## config.mk

```make
export PLATFORM = sky130hd
export DESIGN_NAME = div32_seq
export DESIGN_NICKNAME = d
export VERILOG_FILES = /design/src/rtl/div32_seq_pkg.sv /design/src/rtl/div32_seq_step.sv /design/src/rtl/div32_seq.sv
export SDC_FILE = /design/constraint.sdc
export NUM_CORES = 1
export LEC_CHECK = 0
export ABC_CLOCK_PERIOD_IN_PS = 8900
export BUFFER_PORTS_ARGS = -buffer_cell sky130_fd_sc_hd__clkbuf_2
export CAP_MARGIN = 20
export CORE_MARGIN = 1.5
export CORE_UTILIZATION = 35
export DETAILED_ROUTE_END_ITERATION = 8
export PLACE_DENSITY = 0.53
export SYNTH_ARGS = -nofsm -noshare
export SYNTH_HDL_FRONTEND = slang
export SYNTH_SLANG_ARGS = --single-unit
```

## constraint.sdc

```tcl
create_clock -name clock -period 8.9 [get_ports clock]
set_input_delay 2.225 -clock clock [delete_from_list [all_inputs] [get_ports clock]]
set_output_delay 2.225 -clock clock [all_outputs]
set_load 0.03 [all_outputs]
```

## src/rtl/div32_seq_pkg.sv

```systemverilog
// Shared constants and state encoding for the sequential signed divider.
package div32_seq_pkg;

  localparam int unsigned DIV_WIDTH = 32;

  typedef enum logic [1:0] {
    DIV_IDLE = 2'd0,
    DIV_RUN  = 2'd1,
    DIV_FIX  = 2'd2
  } div_state_e;

endpackage

```

## src/rtl/div32_seq_step.sv

```systemverilog
// One restoring shift-subtract iteration: shift the next dividend bit into the
// partial remainder, trial-subtract the divisor and keep or restore.
module div32_seq_step #(
  parameter int unsigned WIDTH = 32
) (
  input  logic [WIDTH-1:0] rem_in,
  input  logic [WIDTH-1:0] quo_in,
  input  logic [WIDTH:0]   divisor,
  output logic [WIDTH-1:0] rem_c,
  output logic [WIDTH-1:0] quo_c
);

  logic [WIDTH:0] shifted;
  logic [WIDTH:0] diff;

  // The partial remainder is always below the divisor, so the shifted value
  // minus the divisor fits WIDTH+1 signed bits; its sign picks restore/keep.
  assign shifted = {rem_in, quo_in[WIDTH-1]};
  assign diff    = shifted - divisor;

  assign rem_c = diff[WIDTH] ? shifted[WIDTH-1:0] : diff[WIDTH-1:0];
  assign quo_c = {quo_in[WIDTH-2:0], ~diff[WIDTH]};

endmodule

```

## src/rtl/div32_seq.sv

```systemverilog
// Multi-cycle signed divider: magnitude restoring division, one bit per cycle,
// followed by a sign-fix cycle. Quotient truncates toward zero.
module div32_seq
  import div32_seq_pkg::*;
#(
  parameter int unsigned WIDTH = DIV_WIDTH
) (
  input  logic             clock,
  input  logic             reset_n,
  input  logic             ctrl_DIV,
  input  logic [WIDTH-1:0] data_operandA,
  input  logic [WIDTH-1:0] data_operandB,
  output logic [WIDTH-1:0] data_result,
  output logic [WIDTH-1:0] data_remainder,
  output logic             data_exception,
  output logic             data_resultRDY,
  output logic             busy
);

  localparam int unsigned CNT_W = $clog2(WIDTH) + 1;

  div_state_e       state;
  logic [CNT_W-1:0] cnt;
  logic [WIDTH-1:0] rem;
  logic [WIDTH-1:0] quo;
  logic [WIDTH:0]   mag_b;
  logic             sign_q;
  logic             sign_r;

  logic [WIDTH-1:0] abs_a;
  logic [WIDTH-1:0] abs_b;
  logic [WIDTH-1:0] step_rem;
  logic [WIDTH-1:0] step_quo;

  // |-2^(W-1)| reads correctly as an unsigned W-bit magnitude.
  assign abs_a = data_operandA[WIDTH-1] ? ('0 - data_operandA) : data_operandA;
  assign abs_b = data_operandB[WIDTH-1] ? ('0 - data_operandB) : data_operandB;

  div32_seq_step #(.WIDTH(WIDTH)) u_step (
    .rem_in  (rem),
    .quo_in  (quo),
    .divisor (mag_b),
    .rem_c   (step_rem),
    .quo_c   (step_quo)
  );

  // A start strobe wins over any op in flight, aborting it without RDY.
  always_ff @(posedge clock) begin
    if (!reset_n) begin
      state          <= DIV_IDLE;
      cnt            <= '0;
      rem            <= '0;
      quo            <= '0;
      mag_b          <= '0;
      sign_q         <= 1'b0;
      sign_r         <= 1'b0;
      data_result    <= '0;
      data_remainder <= '0;
      data_exception <= 1'b0;
      data_resultRDY <= 1'b0;
      busy           <= 1'b0;
    end else begin
      data_resultRDY <= 1'b0;
      if (ctrl_DIV) begin
        cnt <= '0;
        if (data_operandB == '0) begin
          state          <= DIV_IDLE;
          busy           <= 1'b0;
          data_result    <= '0;
          data_remainder <= data_operandA;
          data_exception <= 1'b1;
          data_resultRDY <= 1'b1;
        end else begin
          state  <= DIV_RUN;
          busy   <= 1'b1;
          rem    <= '0;
          quo    <= abs_a;
          mag_b  <= {1'b0, abs_b};
          sign_q <= data_operandA[WIDTH-1] ^ data_operandB[WIDTH-1];
          sign_r <= data_operandA[WIDTH-1];
        end
      end else begin
        case (state)
          DIV_RUN: begin
            rem <= step_rem;
            quo <= step_quo;
            cnt <= cnt + CNT_W'(1);
            if (cnt == CNT_W'(WIDTH - 1)) state <= DIV_FIX;
          end
          DIV_FIX: begin
            data_result    <= sign_q ? ('0 - quo) : quo;
            data_remainder <= sign_r ? ('0 - rem) : rem;
            data_exception <= 1'b0;
            data_resultRDY <= 1'b1;
            busy           <= 1'b0;
            state          <= DIV_IDLE;
          end
          default: ;
        endcase
      end
    end
  end

endmodule

```

==> impl_results.md <==
* Crit-path max FO at 20
* Critical path class: in2reg
* Number of fill cells at 3256
* FF+latch count, synth at 173
* Cells after Synth at 1415
* Number of max-cap violations at 0
* # diodes at 0
* Worst slew margin at 0.319
* 1st-iter DRT viols at 593
* Cell Rows at 65
* Slowest CP cell: nand2_1
* Post-Syn Area at 11200 µm²
* Num CTS Buffers at 17
* Width of the die at 182 µm
* Dpl cells at 1875
* Most frequent cells in the layout: nand2_1, dfxtp_1, clkbuf_2, xor2_1, o21ai_1
* Sequential fraction of the synthesis area at 0.309
* Status: finished clean
* P_int at 1.29 mW
* I/O pins at 134
* Placer Congestion at 0.881
* Worst setup SP type: input pin
* GRT Total Usage at 0.183
* Final #Nets at 1598
* HP Class: reg2reg
* Via density at 5.25
* Post-Syn Nets at 1520
* Gate power share at 0.160
* Resized Gates After CTS at 0
* Min cycle time layout at 5670 ps
* Number of global-route vias before repair at 9270
* Initial Util at 0.356
* DRT Wirelength at 30.2 mm
* CTS Sinks at 173
* Largest stage delay on the critical path at 660 ps
* Area grow syn2layout at 13.5%
* Die H at 182 µm
* Post-synth EDFFs at 0
* RSZ-0062 raised after global routing: false
* Cell mode on critical path: nand2_1
* Crit. End Element: flip-flop
* Post-route ant nets at 0
* Static leakage at 5.49 nW
* Setup tns final at 0 ps
* DR vias at 10000
* Net Switching at 0.568 mW
* Max-slew violation count at 0
* WHS at 447 ps
* Setup violators final at 0
* Synth cell types at 77
* Worst slew pin tran at 1020 ps
* Clk buf depth at 2
* Final Non-Filler Cells at 1908
* Fin crit share at 0.637
* Count of final hold-check violations at 0
* Initial antenna violation count at 0
* Post-synthesis async set-or-reset flop share at 0
* H-tree depth at 4
* Port bufs at 133
* Clock Pin Slew Worst Setup and Hold Paths at 70 ps
* Pwr Density at 146 nW/µm²
* DRC at 0
* Required @ worst endpoint at 9280 ps
* Drt pass-1 iters at 5
* Final Total Pwr at 1.86 mW
* Synth Flop Type: dfxtp_1
* Commonest non-fill, non-tap cell in the layout: nand2_1
* CTS tree: built
* Clock Power Share at 0.396
* Core area at 31600 µm²
* Largest net degree at the start of global routing at 103
* Layout cells sized above 1 at 0.134
* Total die area at 33100 µm²
* Number of post-CTS setup repair buffers at 0
* Max rail drop VDD at 142 µV
* Detailed placement HPWL at 23.0 mm
* Clock root cell: clkbuf_16
* Arrival time at the worst endpoint at 6050 ps
* Max frequency at 176 MHz
* Global-route wire length before repair at 48.9 mm
* Average size of a mapped cell at 7.93 µm²
* Worst Clk Skew at 14.6 ps
* Worst-Skew Late Latency at 450 ps
* Flop pwr share at 0.444
* # hold bufs at CTS at 0
* Net Sw Frac at 0.305
* Number of synthesis warnings at 0
* GRT overflow at 0
* DR WL/cell at 15.8 µm
* Cell Chain, Critical Path: clkbuf_2, inv_1, ha_1, or4b_1, or3_1, nor2_1, nand4_2, nand2_1, nand2_1, buf_4, o21ai_1
-- Yosys cell counts, types with 20 or more instances --
| master | count | share of area |
|---|---|---|
| a21boi_1 | 20 | 0.013 |
| a21oi_1 | 57 | 0.025 |
| clkbuf_1 | 59 | 0.020 |
| dfxtp_1 | 173 | 0.31 |
| ha_1 | 37 | 0.041 |
| inv_1 | 50 | 0.017 |
| mux2i_1 | 27 | 0.024 |
| nand2_1 | 217 | 0.073 |
| nand3_1 | 35 | 0.016 |
| nor2_1 | 60 | 0.020 |
| nor2b_1 | 23 | 0.013 |
| o211a_1 | 27 | 0.024 |
| o211ai_1 | 24 | 0.016 |
| o21ai_0 | 67 | 0.030 |
| o21ai_1 | 79 | 0.035 |
| o31ai_1 | 37 | 0.025 |
| xnor2_1 | 40 | 0.031 |
| xor2_1 | 109 | 0.085 |
-- flip-flops by register name, summed over array words and instances (netlist names) --
| signal | cells |
|---|---|
| cnt | 6 |
| sign_r | 1 |
| data_remainder | 32 |
| mag_b | 32 |
| data_resultRDY | 1 |
| sign_q | 1 |
| quo | 32 |
| data_exception | 1 |
| state | 2 |
| busy | 1 |
| rem | 32 |
| data_result | 32 |
-- path summary, 6_finish.rpt --
check | depth (start not counted) | to | slack (ps) | from
worst min register to register | 2 | data_result[11] | 450 | data_result[11]
worst min-delay path | 2 | data_result[11] | 450 | data_result[11]
worst max register to register | 12 | rem[13] | 4960 | quo[31]
worst max-delay path | 11 | data_result[7] | 3230 | data_operandB[0]
-- metrics by stage --
step / util / instance area [µm²] / setup slack, ps
detailed placement: 0.385 / 12100 / 2700
finish: 0.404 / 12700 / 3230
global placement: 0.384 / 12100 / 2810
floorplan: - / 11200 / 4420
CTS: 0.403 / 12700 / 3180
global route: 0.404 / 12700 / 2910
-- per-layer routing --
| metal | vias up | GRT usage | wire length, µm |
|---|---|---|---|
| li1 | 5211 | - | - |
| met1 | 4579 | 0.251 | 15100 |
| met2 | 189 | 0.294 | 13500 |
| met3 | 38 | 0.0275 | 929 |
| met4 | 0 | 0.0588 | 627 |
| met5 | - | 0 | 0 |
-- area by class of cell --
class	count	area [µm²]	area share
clock buffers	17	425	0.0334
flip-flops and latches	173	3460	0.272
multi-input cells	1106	7230	0.567
well taps	402	503	0.0395
clock inverters	15	144	0.0113
repair buffers	143	783	0.0615
inverters	52	195	0.0153
-- critical path: cells and delay by family --
family	cells	cell delay [ps]
buffers and inverters	3	530
AOI/OAI and AO/OA	1	140
and+or+nand+nor	6	2930
adders and majority gates	1	190
-- power by group through the flow --
stage / Sequential (mW) / Clock [mW] / Combinational (mW)
final: 0.826 / 0.737 / 0.297
after global routing: 0.830 / 0.789 / 0.337
after CTS: 0.828 / 0.758 / 0.296
after detailed placement: 0.846 / 0 / 0.295
after global placement: 0.845 / 0 / 0.291
after floorplan: 0.834 / 0 / 0.222
-- cells by family (layout without fill, tap and decap cells) --
group	Yosys count	count (layout)	synth area share
buf+inv	136	227	0.0495
simple gates	455	455	0.198
fa+ha+maj	38	38	0.0430
mux	28	28	0.0251
xor+xnor	149	149	0.116
compound gates	436	436	0.260
flops	173	173	0.309
Power figures use the tool's default switching activity.
